File: config.mk
export PLATFORM = sky130hd
export DESIGN_NAME = instr_fetch
export DESIGN_NICKNAME = d
export VERILOG_FILES = /design/src/rtl/instr_fetch_pkg.sv /design/src/rtl/instr_fetch_timeout_ctr.sv /design/src/rtl/instr_fetch.sv
export SDC_FILE = /design/constraint.sdc
export NUM_CORES = 1
export LEC_CHECK = 0
export ABC_AREA = 0
export CORE_ASPECT_RATIO = 1.4
export CORE_MARGIN = 2
export CORE_UTILIZATION = 42
export DETAILED_ROUTE_END_ITERATION = 12
export PLACE_DENSITY = 0.89
export SKIP_CTS_REPAIR_TIMING = 1
export SYNTH_ARGS = -nofsm -noshare
export SYNTH_HDL_FRONTEND = slang
export SYNTH_SLANG_ARGS = --single-unit
File: constraint.sdc
create_clock -name clk -period 3 [get_ports clk]
set_input_delay 0.75 -clock clk [delete_from_list [all_inputs] [get_ports clk]]
set_output_delay 0.75 -clock clk [all_outputs]
set_load 0.05 [all_outputs]
File: src/rtl/instr_fetch_pkg.sv
// instr_fetch_pkg: shared state encodings, fault codes and fetch constants
package instr_fetch_pkg;
    localparam logic [1:0] S_IDLE  = 2'd0;
    localparam logic [1:0] S_REQ   = 2'd1;
    localparam logic [1:0] S_VALID = 2'd2;
    localparam logic [1:0] S_FAULT = 2'd3;

    localparam logic [1:0] FAULT_NONE     = 2'b00;
    localparam logic [1:0] FAULT_MISALIGN = 2'b01;
    localparam logic [1:0] FAULT_BUSERR   = 2'b10;
    localparam logic [1:0] FAULT_TIMEOUT  = 2'b11;

    localparam logic [31:0] RESET_PC  = 32'h0100_0000;
    localparam logic [31:0] NOP_INSTR = 32'h0000_0013;
    localparam logic [31:0] PC_INC    = 32'd4;
endpackage

File: src/rtl/instr_fetch_timeout_ctr.sv
// fetch_timeout_ctr: saturating cycle counter that flags an outstanding request as timed out (FETCH_TIMEOUT_EN builds only)
`ifdef FETCH_TIMEOUT_EN
module fetch_timeout_ctr
    import instr_fetch_pkg::*;
#(
    parameter int TIMEOUT_CYCLES = 255
) (
    input  logic clk,
    input  logic rst,
    input  logic clear,
    input  logic enable,
    output logic expired
);
    localparam int W = $clog2(TIMEOUT_CYCLES + 1);
    localparam logic [W-1:0] LIMIT = W'(TIMEOUT_CYCLES - 1);

    logic [W-1:0] count_q, count_d;

    // Count waiting cycles, holding at the limit so a held-off expiry still fires
    always_comb begin
        count_d = clear ? '0 : (enable && count_q != LIMIT) ? count_q + W'(1) : count_q;
        expired = enable && count_q == LIMIT;
    end

    // Counter register, active-low synchronous reset
    always_ff @(posedge clk) begin
        if (!rst) count_q <= '0;
        else count_q <= count_d;
    end
endmodule
`endif

File: src/rtl/instr_fetch.sv
// instr_fetch: PC-driven instruction fetch sequencer with redirect, squash and fault handling; FETCH_TIMEOUT_EN adds a request timeout
module instr_fetch
    import instr_fetch_pkg::*;
#(
    parameter int TIMEOUT_CYCLES = 255
) (
    input  logic        clk,
    input  logic        rst,
    input  logic [31:0] pc_in,
    output logic        pc_en,
    output logic [31:0] pc_next,
    input  logic        redirect_valid,
    input  logic [31:0] redirect_pc,
    output logic        imem_req,
    output logic [31:0] imem_addr,
    input  logic        imem_ack,
    input  logic [31:0] imem_rdata,
    input  logic        imem_err,
    output logic        inst_valid,
    input  logic        inst_ready,
    output logic [31:0] inst_data,
    output logic [31:0] inst_pc,
    output logic        fault,
    output logic [1:0]  fault_cause
);
    logic [1:0]  state_q, state_d;
    logic [31:0] addr_q, addr_d;
    logic [31:0] data_q, data_d;
    logic [31:0] ipc_q, ipc_d;
    logic [1:0]  cause_q, cause_d;
    logic        squash_q, squash_d;
    logic        go_req;
    logic [31:0] entry_addr;
    logic        tmo_expired;

`ifdef FETCH_TIMEOUT_EN
    fetch_timeout_ctr #(.TIMEOUT_CYCLES(TIMEOUT_CYCLES)) u_timeout (
        .clk     (clk),
        .rst     (rst),
        .clear   (go_req),
        .enable  (state_q == S_REQ && !imem_ack),
        .expired (tmo_expired)
    );
`else
    logic unused_timeout;
    assign unused_timeout = (TIMEOUT_CYCLES != 0);
    assign tmo_expired = 1'b0;
`endif

    // Next-state logic: redirect overrides everything; a redirect that cannot withdraw an outstanding request squashes it instead
    always_comb begin
        entry_addr = redirect_valid ? redirect_pc : pc_in;
        state_d = state_q;
        addr_d = addr_q;
        data_d = data_q;
        ipc_d = ipc_q;
        cause_d = cause_q;
        squash_d = squash_q;
        pc_en = 1'b0;
        pc_next = redirect_pc;
        go_req = 1'b0;
        if (redirect_valid) begin
            pc_en = 1'b1;
            cause_d = FAULT_NONE;
            if (state_q == S_REQ && !imem_ack) begin
                squash_d = 1'b1;
            end else begin
                squash_d = 1'b0;
                go_req = 1'b1;
            end
        end else if (state_q == S_IDLE) begin
            go_req = 1'b1;
        end else if (state_q == S_REQ) begin
            if (imem_ack && squash_q) begin
                squash_d = 1'b0;
                go_req = 1'b1;
            end else if (imem_ack && imem_err) begin
                state_d = S_FAULT;
                cause_d = FAULT_BUSERR;
            end else if (imem_ack) begin
                data_d = imem_rdata;
                ipc_d = addr_q;
                pc_en = 1'b1;
                pc_next = addr_q + PC_INC;
                state_d = S_VALID;
            end else if (tmo_expired) begin
                state_d = S_FAULT;
                cause_d = FAULT_TIMEOUT;
                squash_d = 1'b0;
            end
        end else if (state_q == S_VALID && inst_ready) begin
            go_req = 1'b1;
        end
        if (go_req) begin
            state_d = (entry_addr[1:0] != 2'b00) ? S_FAULT : S_REQ;
            cause_d = (entry_addr[1:0] != 2'b00) ? FAULT_MISALIGN : FAULT_NONE;
            addr_d = entry_addr;
        end
    end

    // State and datapath registers, active-low synchronous reset
    always_ff @(posedge clk) begin
        if (!rst) begin
            state_q <= S_IDLE;
            addr_q <= RESET_PC;
            data_q <= NOP_INSTR;
            ipc_q <= '0;
            cause_q <= FAULT_NONE;
            squash_q <= 1'b0;
        end else begin
            state_q <= state_d;
            addr_q <= addr_d;
            data_q <= data_d;
            ipc_q <= ipc_d;
            cause_q <= cause_d;
            squash_q <= squash_d;
        end
    end

    assign imem_req = state_q == S_REQ;
    assign imem_addr = addr_q;
    assign inst_valid = state_q == S_VALID;
    assign inst_data = data_q;
    assign inst_pc = ipc_q;
    assign fault = state_q == S_FAULT;
    assign fault_cause = cause_q;
endmodule
## Word-level counts from Yosys, hierarchy flattened

Index checks and enable logic that the tools add are counted.
W data, S select, Z words.

| storage, ports and cells | value |
|---|---|
| register bits after elaboration | 101 |
| bits of input ports | 102 |
| output and inout port bits | 134 |
| logic and storage cells | 76 |

| operators by class | value |
|---|---|
| add/sub/neg operators | 1 |
| equal/unequal tests | 9 |
| multiplexer cells | 39 |
| bitwise gates (word level) | 4 |
| reductions and logical operators | 17 |

Operators by type and width:

| kind | number |
|---|---|
| $mux W32 | 7 |
| $add A32 B3 Y32 const B | 1 |
| $mux W2 | 14 |
| $mux W1 | 18 |
| $reduce_bool A3 Y1 | 3 |
| $reduce_bool A2 Y1 | 4 |
| $ne A2 B2 Y1 const B | 3 |
| $ne A3 B3 Y1 const B | 2 |
| $reduce_and A6 Y1 | 1 |
| $reduce_and A5 Y1 | 1 |
| $eq A2 B2 Y1 const B | 2 |
| $logic_and A1 B1 Y1 | 4 |
| $not A1 Y1 | 4 |
| $reduce_and A4 Y1 | 1 |
| $reduce_and A3 Y1 | 1 |
| $eq A2 B1 Y1 const B | 1 |
| $logic_not A2 Y1 | 1 |
| $ne A2 B1 Y1 const B | 1 |
| $logic_not A1 Y1 | 1 |

## Longest topological paths before layout

Gate-level depths: netlist of the first run.

| depth | value |
|---|---|
| depth in word-level cells | 8 |
| depth in mapped cells | 7 |
| gate-level depth less buffers | 5 |

## Worst setup path before layout of the first run

OpenSTA, ideal clock, no wires.

| timing | value |
|---|---|
| path type | input port to output port |
| start point | input imem_ack |
| end point | output pc_next[2] |
| arrival time | 2,834 ps |
| required time | 2,250 ps |
| path slack | -584 ps |
| stages | 6 |
| buffers on the path | 3 |
| cell sequence | nand4bb_1 or3_1 clkbuf_1 buf_2 clkbuf_1 o21ai_0 |

| between the ends | value |
|---|---|
| word-level cells in the longest chain between the ends | 6 |
| elaborated cells between the ends (all ways) | 8 |
| those cells by class | 6 x mux; 2 x reduce/logical |

RTL lines:

| what | line | RTL |
|---|---|---|
| from (decl) | instr_fetch.sv:16 | `input logic imem_ack,` |
| $mux W32 or $logic_and A1 B1 Y1 (tied branches) | instr_fetch.sv:80, instr_fetch.sv:77 |  |
| $mux W32 | instr_fetch.sv:77 | `end else if (imem_ack && imem_err) begin` |
| $mux W32 * | instr_fetch.sv:74 | `if (imem_ack && squash_q) begin` |
| $mux W32 * | instr_fetch.sv:73 | `end else if (state_q == S_REQ) begin` |
| $mux W32 * | instr_fetch.sv:71 | `end else if (state_q == S_IDLE) begin` |
| $mux W32 * | instr_fetch.sv:62 | `if (redirect_valid) begin` |
| to (decl) | instr_fetch.sv:11 | `output logic [31:0] pc_next,` |

Every way passes the cells marked *; elsewhere a longest branch is shown, timed or not.

## Final worst setup path of the first run

| timing | value |
|---|---|
| start point | register addr_q[3], in the netlist imem_addr[3] |
| end point | output pc_next[30] |

| between the ends | value |
|---|---|
| word-level cells in the longest chain between the ends | 7 |

RTL lines:

| what | line | RTL |
|---|---|---|
| from (decl) | instr_fetch.sv:27 | `logic [31:0] addr_q, addr_d;` |
| from (signal assigned) | instr_fetch.sv:112 | `addr_q <= addr_d;` |
| $add A32 B3 Y32 | instr_fetch.sv:84 | `pc_next = addr_q + PC_INC;` |
| $mux W32 | instr_fetch.sv:80 | `end else if (imem_ack) begin` |
| $mux W32 | instr_fetch.sv:77 |  |
| $mux W32 | instr_fetch.sv:74 |  |
| $mux W32 | instr_fetch.sv:73 |  |
| $mux W32 | instr_fetch.sv:71 |  |
| $mux W32 | instr_fetch.sv:62 |  |

Every way passes these cells.

==> out/metrics.cfg, run 1 <==
[power]
leakage_uw=0.00347
power.density_nw_per_um2=465
worst_ir_drop_vdd_uv=350

[synth]
async_reset_ff_share_pct=0
synth_warnings=0
synth_ff_type=dfxtp_1
ys_types=46
yosysSeqAreaShare_pct=39.9
synthesis.area_um2=5060
avgSynthCellArea_um2=7.90
synth_cells=641
synth_seq_cells=101
synth_fp_nets=744
synth_enable_flop_cells=0

[worst_setup_path]
end_kind=output port
startpoint=imem_addr[3]
r2r_end=state_q[1]
reg2reg_slack_ps=1060
crit_arrival_ps=2300
critical_path_required_ps=2250
crit_type=flop to output port
r2r_cells=4
crit_fanout=7
timing.rr.start=state_q[1]
endpoint=pc_next[30]
start_kind=flop

[placed_design]
placed_cell_area_um2=8420
port_buffers=235
hpwl_um=14100
gp_congestion=0.845

[routing]
drt_first_iter_violations=285
vias=5948
routed_wl_um=19900
vias_per_cell=5.71
ant_nets=0
firstDrtPassIters=7
avgRoutedWirePerCell_um=19.1
drc_errors=0

[sta]
fin_ws_ps=-49.8
hold_viol_final=0
finalCritPeriodShare_pct=102
slew_headroom_pct=39.3
drv_slew=0
timing.clock.skew_ps=8.61
fmax_mhz=328
rsz0062_at_grt=true
tightest_slew_ps=900
period_needed_ps=3050
setup_violations=3

[grt]
grt_pass1_wl_um=30100
grt_util_all_layers_pct=28.5
grt_max_degree=47
grt_overflow=0
grt_pass1_vias=6024
antenna_found_initial=0

[hold_path]
holdPathStages=2
hold_class=flop to flop

[outcome]
failed_checks=negative setup slack
status=finished, violations left

[layout]
final_area_um2=9020
antenna_cells=0
multi_input_area_um2=3130
nets=993
areaGrowthSynthToFinish_pct=78.2
drive_gt1_share_pct=20.9
post-route-util_pct=76.4
nFillCells=766
register_area_um2=2070

[die]
core_area_um2=11800
die-height_um=134
die-area_um2=13000
die_width_um=96.8
io_pins=236
rows=47
start_util_pct=42.8

[cts]
cts_root_buffer=clkbuf_16
clk_pin_slew_ps=70
clk_latency_ps=350
cts_sinks=101
cts_tree=built
cts_buffers=9
h-tree-depth=3
clk_path_buf_depth=2

[job]
cap_violations=0

## how the worst min path moves through the flow
stage                   from       endpoint
6_report       inst_data[11]  inst_data[11]
3_3_place_gp   inst_data[15]  inst_data[15]
5_1_grt        inst_data[29]  inst_data[29]
3_5_place_dp   inst_data[15]  inst_data[15]
2_1_floorplan       squash_q       squash_q
4_1_cts        inst_data[15]  inst_data[15]
## per-layer routing
metal / vias up / track usage [%] / share of wire [%]
met4: 0 / 11.5 / 2.4
met5: - / 0 / 0
met3: 39 / 5.37 / 5.9
met1: 2853 / 31.3 / 37
met2: 273 / 53.7 / 54
li1: 2783 / - / -
## critical path: stages (launching register included)
cell and delay (ps):
dfxtp_2 360, ha_4 150, and4_4 230, nand4_1 100
buf_6 150, buf_12 130, or4b_4 490, a31oi_4 180
buf_12 160
## registers in the layout (all words and copies together) (netlist names)
| name | flops |
|---|---|
| state_q | 2 |
| fault_cause | 2 |
| squash_q | 1 |
| imem_addr | 32 |
| inst_data | 32 |
| inst_pc | 32 |
## layout make-up
class / instances / area share [%]
Tap cell: 147 / 2.04
Sequential cell: 101 / 23.0
Clock buffer: 9 / 2.50
Inverter: 6 / 0.250
Timing Repair Buffer: 298 / 35.9
Clock inverter: 7 / 1.58
Multi-Input combinational cell: 474 / 34.7
## placed cells by master, fill, tap and decap left out, types with 8 or more instances in the layout
cell type        netlist  layout
dfxtp_2                0      12
a31oi_4                0      12
o211ai_1              29      29
nand4_1               10      10
clkbuf_16              0      11
buf_4                  0      58
o21ai_2                0      11
nor2_1                20      20
o211a_1               28      28
clkdlybuf4s50_1        0     199
nand3_1               16      15
o21ai_0               24      12
nand2_1              155     154
mux2i_1               29      29
a21oi_1               65      63
buf_12                 0      37
dfxtp_4                0      10
dfxtp_1              101      79
a211oi_1              10      10
o31ai_1                8       8
## power by group
| group | switching, uW | internal [uW] |
|---|---|---|
| Clock | 538 | 905 |
| Sequential | 86.2 | 1410 |
| Combinational | 720 | 532 |
| Total | 1340 | 2850 |
## through the flow
stage / instances / setup WS (ps) / TNS, ps / total power [uW] / hold slack (ps)
after floorplan: 641 / -161 / -214 / 2180 / 547
after global placement: 1015 / -456 / -6970 / 2730 / 440
after detailed placement: 1015 / -427 / -7310 / 2750 / 446
after CTS: 1031 / -452 / -7830 / 4180 / 455
after global routing: 1042 / -85.2 / -479 / 4320 / 472
final: 1042 / -49.8 / -123 / 4200 / 454
## cells by family after synthesis
logic type,after synthesis,share of synthesized area (%)
AOI/OAI and AO/OA,184,24.0
xor gates and xnor gates,11,1.90
adders and majority gates,1,0.247
buffers and inverters,66,5.41
DFF,101,39.9
muxes,32,6.40
and+or+nand+nor,246,22.1
## synthesized netlist by cell type (6+ instances only)
| cell type | n | area share [%] |
|---|---|---|
| nand3_1 | 16 | 1.6 |
| clkbuf_1 | 37 | 2.7 |
| or3_1 | 8 | 0.99 |
| o31ai_1 | 8 | 1.2 |
| nor2_1 | 20 | 1.5 |
| o211ai_1 | 29 | 4.3 |
| buf_2 | 19 | 1.9 |
| a211oi_1 | 10 | 1.5 |
| a21oi_1 | 65 | 6.4 |
| a31oi_1 | 15 | 1.9 |
| mux2i_1 | 29 | 5.7 |
| nand4_1 | 10 | 1.2 |
| dfxtp_1 | 101 | 40 |
| or4_1 | 9 | 1.3 |
| nand2_1 | 155 | 11 |
| o21ai_0 | 24 | 2.4 |
| xnor2_1 | 6 | 1.0 |
| o211a_1 | 28 | 5.5 |
(Power assumes the default switching activity.)
==> run 2, diff against run 1 <==
CELL_PAD_IN_SITES_DETAIL_PLACEMENT = 0   (was unset)
CELL_PAD_IN_SITES_GLOBAL_PLACEMENT = 2   (was unset)
CORE_UTILIZATION = 22   (was 42)
PLACE_DENSITY = 0.87   (was 0.89)
SETUP_SLACK_MARGIN = 0.02   (was unset)
==> run 2 against run 1 <==
Effect of this change: the run still ends with negative setup slack left; power down 6.7%; register-to-register slack improved by 50 ps; combinational power is 4% higher; clock skew rose by 2.7 ps; fmax is 0.64% lower; non-clock buffer count up 9; cell count grew 16%; utilization down 36 points; global-route usage decreased by 11 points; sequential power is essentially flat; setup slack worse by 20 ps; sequential share of layout area is 0.59 points lower.
==> out/metrics.cfg, run 2 (synthesized netlist as in run 1, its figures left out) <==
[die]
rows=65
die-height_um=184
core_area_um2=22600
start_util_pct=22.4
die-area_um2=24300
io_pins=236
die_width_um=132

[worst_setup_path]
critPathTopFamily=simple AND/OR/NAND/NOR gates
r2r_end=imem_addr[26]
crit_type=flop to output port
critical_path_required_ps=2250
crit_arrival_ps=2320
crit_fanout=13
timing.rr.start=state_q[0]
worst-path-buf-inv=1
crit_chain=and4_2 > nand2_2 > or4_4 > a31oi_4 > buf_12
cp_slowest_stage_delay_ps=590
cpMaxStageDelayCell=or4_4
r2r_cells=5
reg2reg_slack_ps=1110
start_kind=flop
end_kind=output port

[sta]
holdWs_ps=454
fmax_mhz=326
hold_viol_final=0
drv_slew=0
period_needed_ps=3070
finalCritPeriodShare_pct=102
tightest_slew_ps=888
rsz0062_at_grt=true
timing.clock.skew_ps=11.3
slew_headroom_pct=40.7
fin_ws_ps=-69.3
setup_violations=9

[layout]
areaGrowthSynthToFinish_pct=82.4
final_cell_mix=clkdlybuf4s50_1, nand2_1, dfxtp_1
final_common_cell=clkdlybuf4s50_1
antenna_cells=0
nFillCells=2307
nets=1003
drive_gt1_share_pct=23.3
post-route-util_pct=40.8
final_area_um2=9240

[power]
leakage_uw=0.00347
worst_ir_drop_vdd_uv=263
power.density_nw_per_um2=424

[job]
cap_violations=0

[hold_path]
hold_start=inst_data[11]
holdPathStages=2
hold_path_end=inst_data[11]
hold_class=flop to flop

[placed_design]
hpwl_um=15500
port_buffers=235
gp_congestion=0.795
placed_cell_area_um2=8690

[routing]
ant_nets=0
vias=5713
drt_first_iter_violations=209
routed_wl_um=21200
avgRoutedWirePerCell_um=17.6
drc_errors=0
firstDrtPassIters=4
vias_per_cell=4.74

[outcome]
failed_checks=negative setup slack
status=finished, violations left

[grt]
grt_util_all_layers_pct=17.1
grt_overflow=0
grt_pass1_vias=5582
grt_max_degree=63
antenna_found_initial=0
grt_pass1_wl_um=32200

[cts]
cts_root_buffer=clkbuf_16
clk_path_buf_depth=2
cts_buffers=9
clk_latency_ps=350
h-tree-depth=3
clk_pin_slew_ps=70
cts_sinks=101
cts_tree=built

run 2: worst max-delay path by stage:
stage,start,end,slack (ps),cells past startpoint
2_1_floorplan,redirect_valid,pc_next[2],-160,6
3_3_place_gp,imem_ack,pc_next[18],-430,6
3_5_place_dp,imem_ack,pc_next[18],-420,6
4_1_cts,imem_ack,pc_next[18],-450,6
5_1_grt,imem_addr[12],pc_next[21],-130,5
6_report,imem_addr[12],pc_next[21],-70,5
run 2: metrics by stage:
stage                     total power (uW)  worst slack (ps)  TNS [ps]  instances
final                                 3920             -69.3      -249       1205
after detailed placement              2780              -425     -9810       1182
after CTS                             3940              -449    -10290       1197
after global placement                2780              -426     -9630       1182
after floorplan                       2180              -161      -214        641
after global routing                  4090              -134     -1300       1205
run 2: per-layer routing:
layer	GRT usage (%)	vias to the layer above	share of wire, %
li1	-	2819	-
met1	20.3	2693	42
met2	30.4	184	51
met3	3.50	17	5.8
met4	6.06	0	1.6
met5	0	-	0
run 2: worst reg2reg max path, stage by stage (launching register included):
cell	delay [ps]
dfxtp_1	340
buf_4	170
and2b_1	220
nor2b_1	180
a21oi_4	670
o211a_1	260
run 2: report_power, final:
group | internal (uW) | switching, uW | total, uW | leakage (uW)
logic | 555 | 740 | 1300 | 0.00250
clock network | 605 | 532 | 1140 | 0.000135
registers | 1410 | 68.4 | 1480 | 0.000832
total | 2580 | 1340 | 3920 | 0.00347
run 2: layout make-up:
| cell class | count | area [um^2] | share of cell area (%) |
|---|---|---|---|
| sequential | 101 | 2070 | 22.4 |
| clock buffer | 12 | 256 | 2.78 |
| clock inverter | 3 | 21.3 | 0.230 |
| inverter | 6 | 22.5 | 0.244 |
| tap | 301 | 377 | 4.08 |
| timing repair buffer | 307 | 3280 | 35.5 |
| multi-input combinational | 475 | 3210 | 34.7 |
==> run 3, diff against run 2 <==
CAP_MARGIN = 5   (was unset)
==> results of run 3 <==
Same layout as run 2: the final DEF is identical, and so are final timing and power.
==> variant 1 (config.mk and constraints of run 1) <==
Add a define of `FETCH_TIMEOUT_EN`.
--- a/src/rtl/instr_fetch_timeout_ctr.sv
+++ b/src/rtl/instr_fetch_timeout_ctr.sv
@@ -1,2 +1,4 @@
 // fetch_timeout_ctr: saturating cycle counter that flags an outstanding request as timed out (FETCH_TIMEOUT_EN builds only)
+`define FETCH_TIMEOUT_EN
+
 `ifdef FETCH_TIMEOUT_EN
Behaviour: same outputs for any inputs over 4 cycles, from zero or initial values and one cycle with rst low; that may be too few to reach the edited logic, so the function may still have changed.
==> variant 1 against run 1 <==
- the run still ends with setup timing left
- power fell by 2.5%
- first-iteration DRC count rose by 34%
- synthesized area rose by 8.3%
- worst setup slack got worse by 0.14 ns
- sequential cell count rose by 8
- combinational power rose by 3%
- wire length rose by 9.2%
- cell area rose by 5.5%
- critical path type unchanged
- largest power group unchanged
==> variant 1: results (changes against run 1) <==
* Setup ws final at -0.1884 ns (-0.1386 ns)
* Peak supply drop at 0.2779 mV (-21%)
* Metal2 WL at 11.36 mm (+5.6%)
* Clock-cell share at 3.194% (-0.88 points)
* Multi-Input Combinational at 509 (+7.4%)
* Total GRT Usage at 29.07% (+0.54 points)
* Met1 usage at 32.01% (+0.75 points)
* Hold_ws at 0.4564 ns (+0.002669 ns)
* R2R setup slack at 1.08 ns (+0.02 ns)
* Via count at 6,512 (+9.5%)
* Layout area overhead at 73.64%
* Outcome: complete, but fails checks
* Vias in the first global route at 6,280 (+4.2%)
* Clk_buf instances at 11 (+2)
* Post-DP HPWL at 15.32 mm (+8.9%)
* TritonRoute pass-1 iters at 6 (-1)
* Critical Path AT at 2.44 ns (+0.14 ns)
* Cells after DPL at 1,082 (+6.6%)
* Power density cells at 430.0 nW/um^2 (-7.5%)
* Post-placement cell area at 8847 um^2 (+5.1%)
* Worst-path maximum fanout at 6 (-1)
* Failing checks: setup timing
* Syn_nets at 795 (+6.9%)
* First-pass GRT wire length at 32.27 mm (+7.2%)
* Filler Cell Count at 848 (+11%)
* Netlist cell types at 49 (+6.5%)
* Buffers excl. clock at 313 (+5.0%)
* Setup-failing EPs final at 8 (+5)
* Post-synthesis compound-gate area fraction at 23.10% (-0.89 points)
* Synth Instances at 690 (+7.6%)
* Adder-Cell Fraction of Synth Area at 0.6848% (+0.44 points)
* 1st-iter DRT viols at 383 (+34%)
* Invs w/o clock at 11 (+5)
* GP Congestion at 0.8995 (+6.4%)
* Largest net degree at the start of global routing at 41 (-13%)
* Worst Hold Path EP: inst_data[17]
* Wl on met1 at 7.750 mm (+4.1%)
* Final setup TNS at -0.7990 ns (-0.6764 ns)
* Worst R2R End: u_timeout.count_q[6]
* Seq/Total Area, Yosys at 39.81% (-0.12 points)
* WL per Instance at 19.52 um (+2.4%)
variant 1: changes by cell type after synthesis, moves of 3 or more:
cell,change
nor3_1,+8
nand4_1,-3
o31ai_1,-4
inv_1,+5
xnor2_1,+11
nor4_1,+6
buf_2,-16
nand2_1,+12
clkbuf_1,+14
dfxtp_1,+8
variant 1: critical path, cell delays in order, from the launching register on:
cell and delay (ns):
dfxtp_4 0.41, ha_4 0.16, nand3_4 0.08, or4_4 0.57, or4_4 0.51, a31oi_4 0.18, buf_12 0.16
variant 1: worst max path at each step:
stage	start	endpoint	slack [ns]	cells past startpoint
final	imem_addr[2]	pc_next[28]	-0.19	6
after global routing	imem_addr[2]	pc_next[28]	-0.21	6
after CTS	imem_ack	pc_next[13]	-0.35	6
after detailed placement	imem_ack	pc_next[13]	-0.32	6
after global placement	imem_ack	pc_next[26]	-0.27	6
after floorplan	redirect_valid	pc_next[10]	-0.34	4
==> variant 2 (config.mk and constraints of run 1) <==
Made on the original files. Register the output `fault`, cleared by the reset; this adds one clock of latency there. The other outputs are not delayed to match.
--- a/src/rtl/instr_fetch.sv
+++ b/src/rtl/instr_fetch.sv
@@ -124,3 +124,9 @@
     assign inst_pc = ipc_q;
-    assign fault = state_q == S_FAULT;
+    always_ff @(posedge clk) begin
+        if (!rst) begin
+            fault <= '0;
+        end else begin
+            fault <= state_q == S_FAULT;
+        end
+    end
     assign fault_cause = cause_q;
Check against the original RTL: not equivalent (a bounded check fails within 4 cycles, from zero or initial values and one cycle with rst low).
==> variant 2 against run 1 <==
- worst setup slack better by 0.055 ns
- largest power group unchanged
- first-iteration DRC count down 15%
- wire length down 6.0%
- synthesized area down 3.6%
- largest cell class unchanged
- sequential cell count up 1
- cell area down 2.2%
- critical path type unchanged
- clock skew about the same
- non-clock buffer count down 7
- count of clock-buffer cells in the layout up 1
- global-route usage down 2.7 points
- core utilization up 1.5 points
- via count down 9.0%
- power down 4.0%
- final cell count down 2.9%
==> variant 2: results (changes against run 1) <==
* Vias in the first global route at 5,181 (-14%)
* Seq/Total Area, Yosys at 41.84% (+1.9 points)
* GP Congestion at 0.8396 (-0.66%)
* CP max stage delay at 0.44 ns (-0.05 ns)
* Setup crit start: imem_addr[2]
* Leakage power at 3.422 nW (-1.5%)
* Outcome: finished, final reports clean
* R2R setup slack at 1.13 ns (+0.07 ns)
* Highest Clock Rate at 333.9 MHz (+1.8%)
* Critical Path End: pc_next[18]
* Crit-path slowest cell: dfxtp_2
* Final setup TNS at 0 ns (+0.1226 ns)
* Worst R2R End: inst_pc[3]
* Setup WS pre-CTS at -0.1900 ns (+0.2367 ns)
* RR Startpoint: state_q[0]
* Total GRT Usage at 25.80% (-2.7 points)
* Filler Cell Count at 696 (-9.1%)
* Slew HR at 61.03% (+22 points)
* Skew final at 0.008606 ns (-0.000007990 ns)
* Warnings from Yosys at 0 (unchanged)
* Post-DP HPWL at 12.25 mm (-13%)
* Peak supply drop at 0.2758 mV (-21%)
* First-pass GRT wire length at 25.47 mm (-15%)
* TritonRoute pass-1 iters at 5 (-2)
* Syn_nets at 707 (-5.0%)
* Largest net degree at the start of global routing at 53 (+13%)
* Largest cells by area after synthesis: dfxtp_1 (42%), nand2_1 (13%), mux2i_1 (6.6%)
* Share of cells above drive strength 1 at 20.16% (-0.73 points)
* HP Start: inst_pc[14]
* Fin nets at 966 (-2.7%)
* Post-synth top cells: nand2_1 (171), dfxtp_1 (102), a21oi_1 (63)
* 1st-iter DRT viols at 241 (-15%)
## variant 2: metrics by stage
step / hold slack [ns] / area (um^2) / cells
after floorplan: 0.5046 / 4969 / 604
after global placement: 0.4412 / 7939 / 977
after detailed placement: 0.4456 / 7939 / 977
after CTS: 0.4545 / 8260 / 993
after global routing: 0.4799 / 8825 / 1012
final: 0.4539 / 8825 / 1012
## variant 2: final cells by class
| cell class | count | share of cell area [%] |
|---|---|---|
| well taps | 144 | 2.042 |
| multi-input cells | 454 | 33.43 |
| clock buffers | 10 | 2.595 |
| clock inverters | 6 | 1.049 |
| inverters | 5 | 0.2127 |
| flip-flops and latches | 102 | 23.20 |
| repair buffers | 291 | 37.47 |
## variant 2: metal layers
layer	vias to the layer above	track usage, %	share of wire, %
li1	2574	-	-
met1	2554	26.87	35
met2	239	46.67	54
met3	46	6.938	7.4
met4	0	11.67	3.5
met5	-	0	0
## variant 2: power breakdown
group          internal [mW]  leakage [nW]  switching, mW
clock network          0.738         0.150          0.529
registers               1.42         0.834         0.0826
logic                  0.533          2.44          0.723
## variant 2: cells by family after synthesis
logic type / Yosys count / synth area share [%]
AOI/OAI and AO/OA: 131 / 16.48
and+or+nand+nor: 259 / 24.15
adders and majority gates: 1 / 0.2563
buffers and inverters: 49 / 5.178
muxes: 35 / 7.255
xor gates and xnor gates: 27 / 4.845
DFF: 102 / 41.84
## variant 2: worst register-to-register path: stages, from the launching register on
cell	delay (ns)
dfxtp_1	0.43
nor2b_1	0.16
buf_4	0.18
nand3b_4	0.12
nand2b_4	0.20
buf_4	0.16
clkbuf_16	0.18
buf_4	0.18
nand2_1	0.09
a21oi_1	0.07
